===== config.mk =====
export PLATFORM = sky130hd
export DESIGN_NAME = memory_stage
export DESIGN_NICKNAME = d
export VERILOG_FILES = /design/src/rtl/mem_pkg.sv /design/src/rtl/memory_stage_load_extract.sv /design/src/rtl/memory_stage.sv
export SDC_FILE = /design/constraint.sdc
export NUM_CORES = 1
export LEC_CHECK = 0
export CAP_MARGIN = 0
export CORE_AREA = 2 2 156 158
export CTS_BUF_LIST = sky130_fd_sc_hd__clkbuf_4 sky130_fd_sc_hd__clkbuf_8
export DETAILED_ROUTE_END_ITERATION = 8
export DIE_AREA = 0 0 158 160
export GPL_TIMING_DRIVEN = 1
export PLACE_DENSITY = 0.66
export RECOVER_POWER = 25
export SLEW_MARGIN = 0
export SYNTH_ARGS = -nofsm -noshare
export SYNTH_HDL_FRONTEND = slang
export SYNTH_SLANG_ARGS = --single-unit
export TNS_END_PERCENT = 20

===== constraint.sdc =====
create_clock -name Clk -period 2.84 [get_ports Clk]
set_input_delay 0.284 -clock Clk [delete_from_list [all_inputs] [get_ports Clk]]
set_output_delay 0.284 -clock Clk [all_outputs]
set_load 0.01 [all_outputs]

===== src/rtl/mem_pkg.sv =====
// mem_pkg: shared FSM state, ExtType bit indices and bus size codes
// for the memory stage.
package mem_pkg;

  typedef enum logic [1:0] {
    S_IDLE,
    S_REQ,
    S_WAIT,
    S_DRAIN
  } mstate_e;

  localparam int EXT_LW   = 0;
  localparam int EXT_LH   = 1;
  localparam int EXT_LHU  = 2;
  localparam int EXT_LB   = 3;
  localparam int EXT_LBU  = 4;
  localparam int EXT_LWL  = 5;
  localparam int EXT_LWR  = 6;
  localparam int EXT_LL   = 7;
  localparam int EXT_MFC0 = 8;

  localparam logic [1:0] SZ_BYTE = 2'd0;
  localparam logic [1:0] SZ_HALF = 2'd1;
  localparam logic [1:0] SZ_WORD = 2'd2;

  // Loads size by type; stores by strobe popcount.
  function automatic logic [1:0] bus_size(
    input logic [8:0] ext,
    input logic [3:0] strb
  );
    logic [1:0] sz;
    if (ext[EXT_LB] | ext[EXT_LBU])
      sz = SZ_BYTE;
    else if (ext[EXT_LH] | ext[EXT_LHU])
      sz = SZ_HALF;
    else if (|ext[7:0])
      sz = SZ_WORD;
    else if ($countones(strb) == 1)
      sz = SZ_BYTE;
    else if ($countones(strb) == 2)
      sz = SZ_HALF;
    else
      sz = SZ_WORD;
    return sz;
  endfunction

endpackage


===== src/rtl/memory_stage_load_extract.sv =====
// load_extract: aligns and extends load data for write-back.
// lwl/lwr byte merge present only with MEM_UNALIGNED_LR_EN.
module load_extract
  import mem_pkg::*;
(
  input  logic [31:0] rdata,
  input  logic [1:0]  offset,
  input  logic [8:0]  ext_type,
  input  logic [31:0] rt,
  output logic [31:0] wb
);

  logic [7:0]  byte_v;
  logic [15:0] half_v;

`ifdef MEM_UNALIGNED_LR_EN
  logic [4:0]  lwl_sh;
  logic [4:0]  lwr_sh;
  logic [31:0] lwl_v;
  logic [31:0] lwr_v;

  // lwl keeps rt's low bytes, lwr keeps rt's high bytes
  assign lwl_sh = {~offset, 3'b000};
  assign lwr_sh = {offset, 3'b000};
  assign lwl_v  = (rdata << lwl_sh)
                | (rt & ~(32'hFFFF_FFFF << lwl_sh));
  assign lwr_v  = (rdata >> lwr_sh)
                | (rt & ~(32'hFFFF_FFFF >> lwr_sh));
`else
  logic unused_rt;
  assign unused_rt = ^rt;
`endif

  assign byte_v = rdata[{offset, 3'b000} +: 8];
  assign half_v = rdata[{offset[1], 4'b0000} +: 16];

  always_comb begin
    wb = rdata;
    unique case (1'b1)
      ext_type[EXT_LB]:  wb = {{24{byte_v[7]}}, byte_v};
      ext_type[EXT_LBU]: wb = {24'd0, byte_v};
      ext_type[EXT_LH]:  wb = {{16{half_v[15]}}, half_v};
      ext_type[EXT_LHU]: wb = {16'd0, half_v};
`ifdef MEM_UNALIGNED_LR_EN
      ext_type[EXT_LWL]: wb = lwl_v;
      ext_type[EXT_LWR]: wb = lwr_v;
`else
      ext_type[EXT_LWL],
      ext_type[EXT_LWR]: wb = rdata;
`endif
      ext_type[EXT_LW],
      ext_type[EXT_LL],
      ext_type[EXT_MFC0]: wb = rdata;
      default: wb = rdata;
    endcase
  end

endmodule


===== src/rtl/memory_stage.sv =====
// memory_stage: M stage register, data-bus FSM and load write-back.
// Define MEM_UNALIGNED_LR_EN to enable the lwl/lwr byte merge.
module memory_stage
  import mem_pkg::*;
(
  input  logic        Clk,
  input  logic        Clr,
  input  logic        exp_flush,
  input  logic [31:0] E_PC,
  input  logic [31:0] E_EPC,
  input  logic [31:0] E_Data,
  input  logic [31:0] E_WriteMemData,
  input  logic [3:0]  E_MemWriteEnable,
  input  logic [8:0]  E_ExtType,
  input  logic        E_MemFamily,
  input  logic [3:0]  E_T,
  input  logic        E_WriteRegEnable,
  input  logic [4:0]  E_RegId,
  input  logic        E_OverFlow,
  input  logic        E_data_alignment_err,
  input  logic        E_inst_miss,
  input  logic        E_inst_illegal,
  input  logic        E_inst_invalid,
  input  logic        E_in_delayslot,
  output logic        data_sram_req,
  output logic        data_sram_wr,
  output logic [1:0]  data_sram_size,
  output logic [31:0] data_sram_addr,
  output logic [31:0] data_sram_wdata,
  output logic [3:0]  data_sram_wstrb,
  input  logic        data_sram_addr_ok,
  input  logic        data_sram_data_ok,
  input  logic [31:0] data_sram_rdata,
  output logic        dm_stall,
  output logic [31:0] M_PC,
  output logic [31:0] M_EPC,
  output logic [3:0]  M_T,
  output logic        M_WriteRegEnable,
  output logic [4:0]  M_RegId,
  output logic [31:0] M_Data,
  output logic        M_exc,
  output logic        M_in_delayslot,
  output logic [31:0] M_BadVAddr
);

  mstate_e     state_q;
  logic [31:0] pc_q, epc_q, data_q, addr_q;
  logic [31:0] wdata_q;
  logic [3:0]  strb_q;
  logic [8:0]  ext_q;
  logic [3:0]  t_q, t_d;
  logic        we_q, exc_q, ds_q, iss_q;
  logic [4:0]  rid_q;
  logic        exc_d;
  logic        is_load, is_lr, capture;
  logic        issue_idle;
  logic [31:0] ext_word;

  assign exc_d = E_OverFlow | E_data_alignment_err
               | E_inst_miss | E_inst_illegal
               | E_inst_invalid;
  assign t_d = (E_T == 4'd0) ? 4'd0 : E_T - 4'd1;

  assign is_load = |ext_q[7:0];
  assign is_lr   = ext_q[EXT_LWL] | ext_q[EXT_LWR];

  assign issue_idle = iss_q & (state_q == S_IDLE);
  assign dm_stall   = (state_q != S_IDLE) | issue_idle;

  assign capture = is_load & data_sram_data_ok
                 & ((state_q == S_WAIT)
                 | ((state_q == S_REQ) & data_sram_addr_ok));

  load_extract u_ext (
    .rdata    (data_sram_rdata),
    .offset   (addr_q[1:0]),
    .ext_type (ext_q),
    .rt       (wdata_q),
    .wb       (ext_word)
  );

  always_ff @(posedge Clk) begin
    if (Clr) begin
      state_q <= S_IDLE;
      pc_q    <= '0;
      epc_q   <= '0;
      data_q  <= '0;
      addr_q  <= '0;
      wdata_q <= '0;
      strb_q  <= '0;
      ext_q   <= '0;
      t_q     <= '0;
      we_q    <= 1'b0;
      rid_q   <= '0;
      exc_q   <= 1'b0;
      ds_q    <= 1'b0;
      iss_q   <= 1'b0;
    end else begin
      unique case (state_q)
        S_IDLE:
          if (iss_q && !exp_flush) state_q <= S_REQ;
        S_REQ:
          if (data_sram_addr_ok) begin
            if (data_sram_data_ok) state_q <= S_IDLE;
            else if (exp_flush)    state_q <= S_DRAIN;
            else                   state_q <= S_WAIT;
          end else if (exp_flush) begin
            state_q <= S_IDLE;
          end
        S_WAIT:
          if (data_sram_data_ok) state_q <= S_IDLE;
          else if (exp_flush)    state_q <= S_DRAIN;
        S_DRAIN:
          if (data_sram_data_ok) state_q <= S_IDLE;
        default: state_q <= S_IDLE;
      endcase

      if (exp_flush) begin
        pc_q    <= '0;
        epc_q   <= '0;
        data_q  <= '0;
        addr_q  <= '0;
        wdata_q <= '0;
        strb_q  <= '0;
        ext_q   <= '0;
        t_q     <= '0;
        we_q    <= 1'b0;
        rid_q   <= '0;
        exc_q   <= 1'b0;
        ds_q    <= 1'b0;
        iss_q   <= 1'b0;
      end else if (!dm_stall) begin
        pc_q    <= E_PC;
        epc_q   <= E_EPC;
        data_q  <= E_Data;
        addr_q  <= E_Data;
        wdata_q <= E_WriteMemData;
        strb_q  <= E_MemWriteEnable;
        ext_q   <= E_ExtType;
        t_q     <= t_d;
        we_q    <= E_WriteRegEnable;
        rid_q   <= E_RegId;
        exc_q   <= exc_d;
        ds_q    <= E_in_delayslot;
        iss_q   <= E_MemFamily & ~exc_d;
      end else begin
        // issue is one-shot per latched instruction
        if (state_q == S_IDLE) iss_q <= 1'b0;
        if (capture) data_q <= ext_word;
      end
    end
  end

  assign data_sram_req   = (state_q == S_REQ);
  assign data_sram_wstrb = data_sram_req ? strb_q : 4'd0;
  assign data_sram_wr    = |data_sram_wstrb;
  assign data_sram_wdata = data_sram_req ? wdata_q : 32'd0;
  assign data_sram_size  = data_sram_req ?
                           bus_size(ext_q, strb_q) : SZ_BYTE;
  assign data_sram_addr  = !data_sram_req ? 32'd0 :
                           is_lr ? {addr_q[31:2], 2'b00} :
                           addr_q;

  assign M_PC              = pc_q;
  assign M_EPC             = epc_q;
  assign M_T               = (is_load & dm_stall) ? 4'd1 : t_q;
  assign M_WriteRegEnable  = we_q;
  assign M_RegId           = rid_q;
  assign M_Data            = data_q;
  assign M_exc             = exc_q;
  assign M_in_delayslot    = ds_q;
  assign M_BadVAddr        = addr_q;

endmodule


After elaboration in Yosys (flattened, before gate mapping)
Cells that the tools add are included.
Storage, ports and cells
  register bits: 187
  input bits: 195
  output and inout port bits: 213
Operators by class
  $add $sub $neg: 4
  equality and inequality tests: 11
  shift-type cells: 2
  muxes and demuxes: 26
  bitwise gates (word level): 16
  reduce and logical (&&, ||, !) cells: 9
Operator list (number)
  $mux 32: 4
  $pmux 32 s4: 1
  $eq 32x2->1 const B: 1
  $shiftx 32x6->16: 1
  $shiftx 32x6->8: 1
  $mux 2: 14
  $mux 4: 3
  $or 1x1->1: 9
  $pmux 2 s4: 1
  $reduce_or 8->1: 1
  $and 1x1->1: 6
  $add 1x1->2: 2
  $eq 2x2->1 const B: 2
  $logic_not 4->1: 1
  $ne 2x1->1 const B: 2
  $ne 2x2->1 const B: 2
  $reduce_and 4->1: 1
  $reduce_or 4->1: 1
  $sub 4x1->4 const B: 1
  $add 2x2->3: 1
  $eq 3x2->1 const B: 1
  $mux 1: 3
  $ne 3x2->1 const B: 1
  $ne 3x3->1 const B: 1
  7 further kinds: 7

Depth between registers and ports, before layout
Gate-level depths: netlist of run 1.
  depth after elaboration: 9
  mapped depth: 8
  depth with buffers taken out: 8

Hierarchy
A second synthesis of run 1 with hierarchy kept.
Unflattened totals
  cell total of the unflattened synthesis: 1051
  area total of the unflattened synthesis: 8303.0 um^2
Modules (own cells, without submodules)
  memory_stage: instances 1, cells each 942, area an instance 7499.7 um^2, sequential area each 3763.6 um^2
  load_extract: instances 1, cells each 109, area an instance 803.3 um^2, sequential area each 0.0 um^2

Worst setup path after synthesis of run 1
OpenSTA, ideal clock, no wires.
  path kind: register to output
  start: register strb_q[0]
  end: output port data_sram_size[1]
  data arrival time: 2.216 ns
  path slack: 0.340 ns
  cell stages (with the launch flop): 8
  path buffers: 0
  path through: dfxtp_1 > inv_1 > fa_1 > inv_1 > ha_1 > ha_1 > xor2_1 > a2111oi_0
On the way
  longest elaborated chain between the ends: 9
RTL lines
  start, declared: RTL line memory_stage.sv:49  | logic [3:0] strb_q;
  start signal, assigned: RTL line memory_stage.sv:138  | strb_q <= E_MemWriteEnable;
  $add 1x1->2 (implied by the code) (*): RTL line mem_pkg.sv:38, mem_pkg.sv:40
  $add 2x2->3 (implied by the code) (*): RTL line mem_pkg.sv:38, mem_pkg.sv:40
  branches (longest 2 deep; another with $eq 32x2->1)
  $mux 2 (*): RTL line mem_pkg.sv:38  | else if ($countones(strb) == 1)
  $mux 2 (*): RTL line mem_pkg.sv:36  | else if (|ext[7:0])
  $mux 2 (*): RTL line mem_pkg.sv:34  | else if (ext[EXT_LH] | ext[EXT_LHU])
  $mux 2 (*): RTL line mem_pkg.sv:32  | if (ext[EXT_LB] | ext[EXT_LBU])
  $mux 2 (*): RTL line memory_stage.sv:158  | assign data_sram_size = data_sram_req ?
  end, declared: RTL line memory_stage.sv:27  | output logic [1:0] data_sram_size,
Mark *: on every way between the ends.

Final worst setup path of run 1
  start: register strb_q[3]
  end: output port data_sram_size[1]
The elaborated chain is that of the path after synthesis.

==> results of run 1 <==
==> how the worst min path moves through the flow <==
| stage | end | startpoint | cells after the start |
|---|---|---|---|
| 6_report | M_EPC[11] | E_EPC[11] | 3 |
| 5_1_grt | M_EPC[11] | E_EPC[11] | 3 |
| 4_1_cts | M_PC[17] | E_PC[17] | 3 |
| 3_5_place_dp | wdata_q[4] | wdata_q[4] | 2 |
| 3_3_place_gp | t_q[3] | t_q[3] | 2 |
| 2_1_floorplan | state_q[0] | Clr | 1 |
==> layer usage <==
layer	track usage (%)	wire, µm	vias to the layer above
li1	-	-	4165
met1	26.9	12100	3886
met2	38.9	14400	303
met3	8.74	2890	37
met4	7.25	659	2
met5	0	13	-
==> layout by cell type (no fill, tap or decap), types with 4 or more instances in the layout <==
cell and n:
clkbuf_8 17, o221ai_2 10, nand2_1 314, clkdlybuf4s50_1 307, nor2_1 26, dfxtp_1 182
nor3_1 5, dfxtp_2 5, and2_1 63, nor2b_1 4, o221ai_1 6, o21ai_0 9
nand3_1 16, a21oi_1 173, buf_4 15, inv_6 6, dlygate4sd3_1 96, inv_1 20
o211ai_1 14, bufinv_16 6, o2111ai_1 16, mux2i_1 15, a221oi_1 11
==> worst max-delay path, cell delays in order (launching register included) <==
cell and delay [ps]:
dfxtp_2 340, inv_2 50, fa_1 560, inv_2 50, ha_4 160, ha_4 220
xor2_2 140, a2111oi_2 340, buf_2 200
==> timing repair <==
action	in CTS	in global routing
gates resized for setup	18	11
pin swaps	1	2
setup endpoints to repair	13	7
hold buffers	0	0
==> final cells by class <==
class / count / area [µm²]
Fill cell: 2315 / 11000
Timing Repair Buffer: 424 / 4230
Multi-Input combinational cell: 729 / 3900
Sequential cell: 187 / 3750
Tap cell: 324 / 405
Clock buffer: 17 / 234
Clock inverter: 12 / 233
Inverter: 25 / 98.8
Antenna cell: 3 / 7.51
==> registers in the layout, indices dropped and copies added (netlist names), 2 cells and up <==
signal and flops:
M_BadVAddr 32, M_PC 32, M_Data 32, M_EPC 32, state_q 2, strb_q 4
ext_q 8, M_RegId 5, t_q 4, wdata_q 32
==> Yosys cell counts (2+ instances only) <==
cell	number	share of area [%]
clkbuf_1	60	2.8
a221oi_1	11	1.2
inv_1	23	1.1
or4_1	4	0.37
ha_1	2	0.31
nand2_1	314	15
or2_2	4	0.31
o221ai_1	6	0.65
dfxtp_1	187	47
nor2_1	29	1.4
a21oi_1	173	11
and2_1	63	4.9
o221ai_2	10	1.9
nor2b_1	4	0.31
nand3_1	16	1.0
o211ai_1	14	1.3
buf_2	21	1.3
a2111oi_0	2	0.22
a31o_2	2	0.22
o2111ai_1	16	1.7
buf_4	3	0.28
o21ai_0	9	0.56
and3_1	3	0.23
a222oi_1	3	0.37
mux2i_1	15	1.9
a211oi_1	2	0.19
nor3_1	7	0.44
o31ai_1	2	0.19
mux2_2	3	0.42
==> stage by stage <==
stage | cells | power (mW) | utilization [%] | setup TNS (ps) | hold WS [ps]
floorplan | 1026 | 3.16 | - | 0 | 356
global placement | 1689 | 3.70 | 51.7 | -42.2 | 436
detailed placement | 1689 | 3.72 | 51.7 | -105 | 442
CTS | 1718 | 5.91 | 53.8 | -21.9 | 320
global route | 1721 | 6.06 | 54.0 | -92.7 | 321
finish | 1721 | 5.81 | 54.0 | 0 | 361
==> power by group through the flow <==
stage	combinational [mW]	sequential (mW)	clock (mW)
after CTS	0.876	2.79	2.24
after global routing	0.927	2.80	2.33
final	0.858	2.79	2.17
after floorplan	0.277	2.88	0
after detailed placement	0.867	2.85	0
after global placement	0.860	2.84	0
==> cell families after synthesis <==
logic type | Yosys count | share of synthesized area, %
fa+ha+maj | 3 | 0.561
buf+inv | 110 | 5.71
compound gates | 258 | 20.4
xor+xnor | 1 | 0.109
flops | 187 | 46.6
simple gates | 448 | 24.0
mux | 19 | 2.57
==> results.sh, run 1 <==
export IMPL_cts_inserted_buffers=17
export IMPL_grt_pass1_wl_mm=45.2
export IMPL_critPathMaxFanout=2
export IMPL_ff2ff_setup_slack_ps=530
export IMPL_post_cts_setup_buffers=0
export IMPL_p_leak_nw=5.18
export IMPL_grt_pass1_vias=8120
export IMPL_gp_congestion=0.789
export IMPL_setup_worst_path_end_class="output port"
export IMPL_ys_dominant_reg_cell="dfxtp_1"
export IMPL_rsz0062_at_grt="true"
export IMPL_drc=0
export IMPL_area_growth_pct=60.2
export IMPL_ys_async_sr_fraction_pct=0
export IMPL_nets=1582
export IMPL_worstSkewPairLatency_ps=460
export IMPL_grt_start_max_net_pins=133
export IMPL_p_switching_mw=1.46
export IMPL_synth_seq_cells=187
export IMPL_worst_slew_pin_transition_ps=842
export IMPL_dp_hpwl_mm=21.6
export IMPL_synthCells=1026
export IMPL_rows=57
export IMPL_comb_power_share_pct=14.8
export IMPL_clockPowerShare_pct=37.3
export IMPL_dr_pass1_iters=6
export IMPL_via_count=8393
export IMPL_cts_clk_slew_worst_paths_ps=110
export IMPL_cellPowerDensity_nw_per_um2=452
export IMPL_setup_worst_path_end="data_sram_size[1]"
export IMPL_cp_arrival_ps=2510
export IMPL_period_needed_ps=2790
export IMPL_maxCapViolations=0
export IMPL_fin_area_um2=12900
export IMPL_syn_area_per_cell_um2=7.82
export IMPL_cts_root_buffer="clkbuf_8"
export IMPL_ir_worst_vdd_uv=285
export IMPL_startpoint="strb_q[3]"
export IMPL_cts_tree="built"
export IMPL_drt_iter0_drc=481
export IMPL_drive_gt1_share_pct=6.67
export IMPL_htreeDepth=4
export IMPL_rr_startpoint="state_q[1]"
export IMPL_synth_edf_count=0
export IMPL_finalCritPeriodShare_pct=98.2
export IMPL_fmax_mhz=358
export IMPL_crit_type="reg -> out"
export IMPL_clk_path_buf_depth=2
export IMPL_ant_nets=0
export IMPL_grt_overflow_total=0
export IMPL_die_w_um=158
export IMPL_swShare_pct=25.1
export IMPL_place_area_um2=12300
export IMPL_fin_ws_ps=50.1
export IMPL_outcome="completed"
export IMPL_syn_nets=1224
export IMPL_synth_cell_types=47
export IMPL_die_area_um2=25300
export IMPL_hold_viol_final=0
export IMPL_drv_slew=0
export IMPL_syn_cell_area_um2=8030
export IMPL_routed_wl_mm=30.1
export IMPL_ioPinCount=408
export IMPL_ys_seq_area_share_pct=46.6
export IMPL_antenna_found_initial=4
export IMPL_core_area_um2=23800
export IMPL_track_usage_pct=23.0
export IMPL_port_buffers=406
export IMPL_internal_power_mw=4.35
export IMPL_max_slew_margin_pct=43.8
export IMPL_synth_warnings=0
export IMPL_hold_class="in -> reg"
export IMPL_pwr_share_seq_pct=48.0
export IMPL_wl_per_cell_um=17.5
export IMPL_clkSinkCount=187
export IMPL_required_ps=2560
export IMPL_reg2reg_depth=6
export IMPL_cp_start_kind="register"
export IMPL_via_per_inst=4.88
export IMPL_start_util_pct=33.7
export IMPL_fin_worst_skew_ps=17.9
export IMPL_setup_viol=0
export IMPL_r2r_end="M_Data[26]"
export IMPL_fp_dieH_um=160
export IMPL_dp_slack_ps=-105
No activity file was read; power rests on OpenSTA's default activity.
==> run 2, diff against run 1 <==
--- a/config.mk
+++ b/config.mk
@@ -8,8 +8,8 @@
 export CAP_MARGIN = 0
-export CORE_AREA = 2 2 156 158
+export CORE_AREA = 2 2 157 159
 export CTS_BUF_LIST = sky130_fd_sc_hd__clkbuf_4 sky130_fd_sc_hd__clkbuf_8
 export DETAILED_ROUTE_END_ITERATION = 8
-export DIE_AREA = 0 0 158 160
+export DIE_AREA = 0 0 159 161
 export GPL_TIMING_DRIVEN = 1
-export PLACE_DENSITY = 0.66
+export PLACE_DENSITY = 0.67
 export RECOVER_POWER = 25
@@ -18,2 +18,3 @@
 export SYNTH_HDL_FRONTEND = slang
+export SYNTH_HIERARCHICAL = 1
 export SYNTH_SLANG_ARGS = --single-unit
==> constraint.sdc (replaced) <==
create_clock -name Clk -period 2.84 [get_ports Clk]
set_input_delay 0.71 -clock Clk [delete_from_list [all_inputs] [get_ports Clk]]
set_output_delay 0.71 -clock Clk [all_outputs]
set_load 0.01 [all_outputs]
==> run 2 against run 1 <==
The flow now finishes with violations (slew limit, setup timing); die area grew 1.3%; clock-buffer cell count grew 2; maximum frequency fell by 15%; sequential power barely moved; synthesized area is 3.1% higher; total power down 3.1%; hold slack gained 94 ps; combinational power increased by 18%; clock power down 16%; global-route usage is 0.37 points higher; core utilization increased by 2.3 points; critical path depth unchanged; largest power group unchanged.
==> results.sh, run 2 <==
export IMPL_cp_arrival_ps=2590
export IMPL_cts_root_buffer="clkbuf_8"
export IMPL_worst_slew_pin_transition_ps=1520
export IMPL_ioPinCount=408
export IMPL_internal_power_mw=4.02
export IMPL_dr_pass1_iters=5
export IMPL_die_w_um=159
export IMPL_p_switching_mw=1.61
export IMPL_finalCritPeriodShare_pct=116
export IMPL_numPlacedInstances=1719
export IMPL_pwr_share_seq_pct=49.7
export IMPL_r2r_end="M_Data[15]"
export IMPL_synthCells=1047
export IMPL_fin_ws_ps=-458
export IMPL_dp_hpwl_mm=21.4
export IMPL_nets=1631
export IMPL_p_leak_nw=6.13
export IMPL_fmax_mhz=303
export IMPL_layout_cells_non_filler=1773
export IMPL_drv_slew=71
export IMPL_cp_start_kind="register"
export IMPL_cp_cell_sequence="inv_2 > fa_1 > inv_2 > ha_4 > ha_4 > or4b_4 > a21oi_2 > buf_2"
export IMPL_critPathMaxFanout=2
export IMPL_cpPeakStageDelay_ps=550
export IMPL_area_growth_pct=63.0
export IMPL_fin_util_pct=56.3
export IMPL_holdPathEnd="wdata_q[21]"
export IMPL_comb_power_share_pct=18.0
export IMPL_track_usage_pct=23.4
export IMPL_rows=57
export IMPL_crit_type="reg -> out"
export IMPL_setup_viol=35
export IMPL_violations="slew limit, setup timing"
export IMPL_final_cell_mix="clkdlybuf4s50_1, nand2_1, dfxtp_1, a21oi_1, and2_1"
export IMPL_syn_cell_area_um2=8270
export IMPL_crit_family="adder cells"
export IMPL_required_ps=2130
export IMPL_start_util_pct=34.5
export IMPL_fp_dieH_um=161
export IMPL_drc=0
export IMPL_hold_viol_final=0
export IMPL_outcome="complete, but fails checks"
export IMPL_synth_warnings=6
export IMPL_hold_class="reg -> reg"
export IMPL_core_area_um2=24000
export IMPL_die_area_um2=25600
export IMPL_clkSinkCount=187
export IMPL_via_per_inst=4.97
export IMPL_cts_tree="built"
export IMPL_grt_overflow_total=0
export IMPL_htreeDepth=4
export IMPL_ant_nets=0
export IMPL_ir_worst_vdd_uv=278
export IMPL_period_needed_ps=3300
export IMPL_clockPowerShare_pct=32.4
export IMPL_routed_wl_mm=31.3
export IMPL_antenna_found_initial=2
export IMPL_maxCapViolations=0
export IMPL_ff2ff_setup_slack_ps=-210
export IMPL_max_slew_margin_pct=-1.04
export IMPL_syn_nets=1245
export IMPL_setup_worst_path_end_class="output port"
export IMPL_rsz0062_at_grt="true"
export IMPL_drive_gt1_share_pct=9.89
export IMPL_grt_pass1_wl_mm=48.0
export IMPL_cts_clk_slew_worst_paths_ps=120
export IMPL_min_from="wdata_q[21]"
export IMPL_cts_inserted_buffers=17
export IMPL_reg2reg_depth=5
export IMPL_swShare_pct=28.6
export IMPL_holdPathStages=2
export IMPL_finalPower_mw=5.63
export IMPL_worstSkewPairLatency_ps=490
export IMPL_rr_startpoint="state_q[1]"
export IMPL_cp_num_buf_inv=3
export IMPL_port_buffers=406
export IMPL_cp_slowest_cell="fa_1"
export IMPL_gp_congestion=0.794
export IMPL_tns_ps=-3890
export IMPL_via_count=8811
export IMPL_clk_path_buf_depth=2
export IMPL_grt_start_max_net_pins=187
export IMPL_fin_worst_skew_ps=25.0
export IMPL_final_common_cell="clkdlybuf4s50_1"
export IMPL_grt_pass1_vias=8643
export IMPL_drt_iter0_drc=582
export IMPL_syn_area_per_cell_um2=7.90
export IMPL_wl_per_cell_um=17.7
export IMPL_cellPowerDensity_nw_per_um2=418
-- run 2: power by group through the flow --
stage	clock network [mW]	registers (mW)	logic [mW]
6_report	1.82	2.79	1.01
5_1_grt	1.98	2.81	1.09
4_1_cts	1.87	2.80	0.999
3_5_place_dp	0	2.85	0.922
3_3_place_gp	0	2.85	0.914
2_1_floorplan	0	2.88	0.314
-- run 2: worst min-delay path: stages, from the launching register on --
cell,delay (ps)
dfxtp_1,320
nand2_1,50
a21oi_1,50
-- run 2: per-layer routing --
layer	share of wire (%)	vias up	GRT usage, %
met2	49	332	40.7
li1	-	4326	-
met5	0	-	0
met1	42	4110	28.3
met3	7.0	43	6.14
met4	2.0	0	7.69
-- run 2: per-stage QoR --
step | hold WS (ps) | area, µm² | worst slack (ps)
finish | 455 | 13500 | -458
global route | 473 | 13500 | -566
CTS | 457 | 13400 | -514
detailed placement | 442 | 12700 | -461
global placement | 437 | 12700 | -428
floorplan | 428 | 8280 | 120
-- run 2: cell type report --
type                    count  area [µm²]
well taps                 324         405
diodes                      3        7.51
clock buffers              19         255
repair buffers            457        4630
clock inverters            13         144
fillers                  2300       10500
multi-input cells         764        4260
inverters                   6        27.5
flip-flops and latches    187        3750
-- run 2: worst max path at each step --
stage	slack, ps	cells past startpoint	from	end
6_report	-460	8	strb_q[3]	data_sram_size[0]
5_1_grt	-570	8	strb_q[3]	data_sram_size[0]
4_1_cts	-510	8	strb_q[3]	data_sram_size[0]
3_5_place_dp	-460	8	strb_q[0]	data_sram_size[0]
3_3_place_gp	-430	8	strb_q[0]	data_sram_size[0]
2_1_floorplan	120	7	strb_q[0]	data_sram_size[0]
-- run 2: what timing repair did --
action                     CTS  global route
gates resized for setup     58            56
hold buffers                 0             0
setup endpoints to repair   72            79
cloned                       1             0
pin swaps                    5             2
setup buffers               18             0
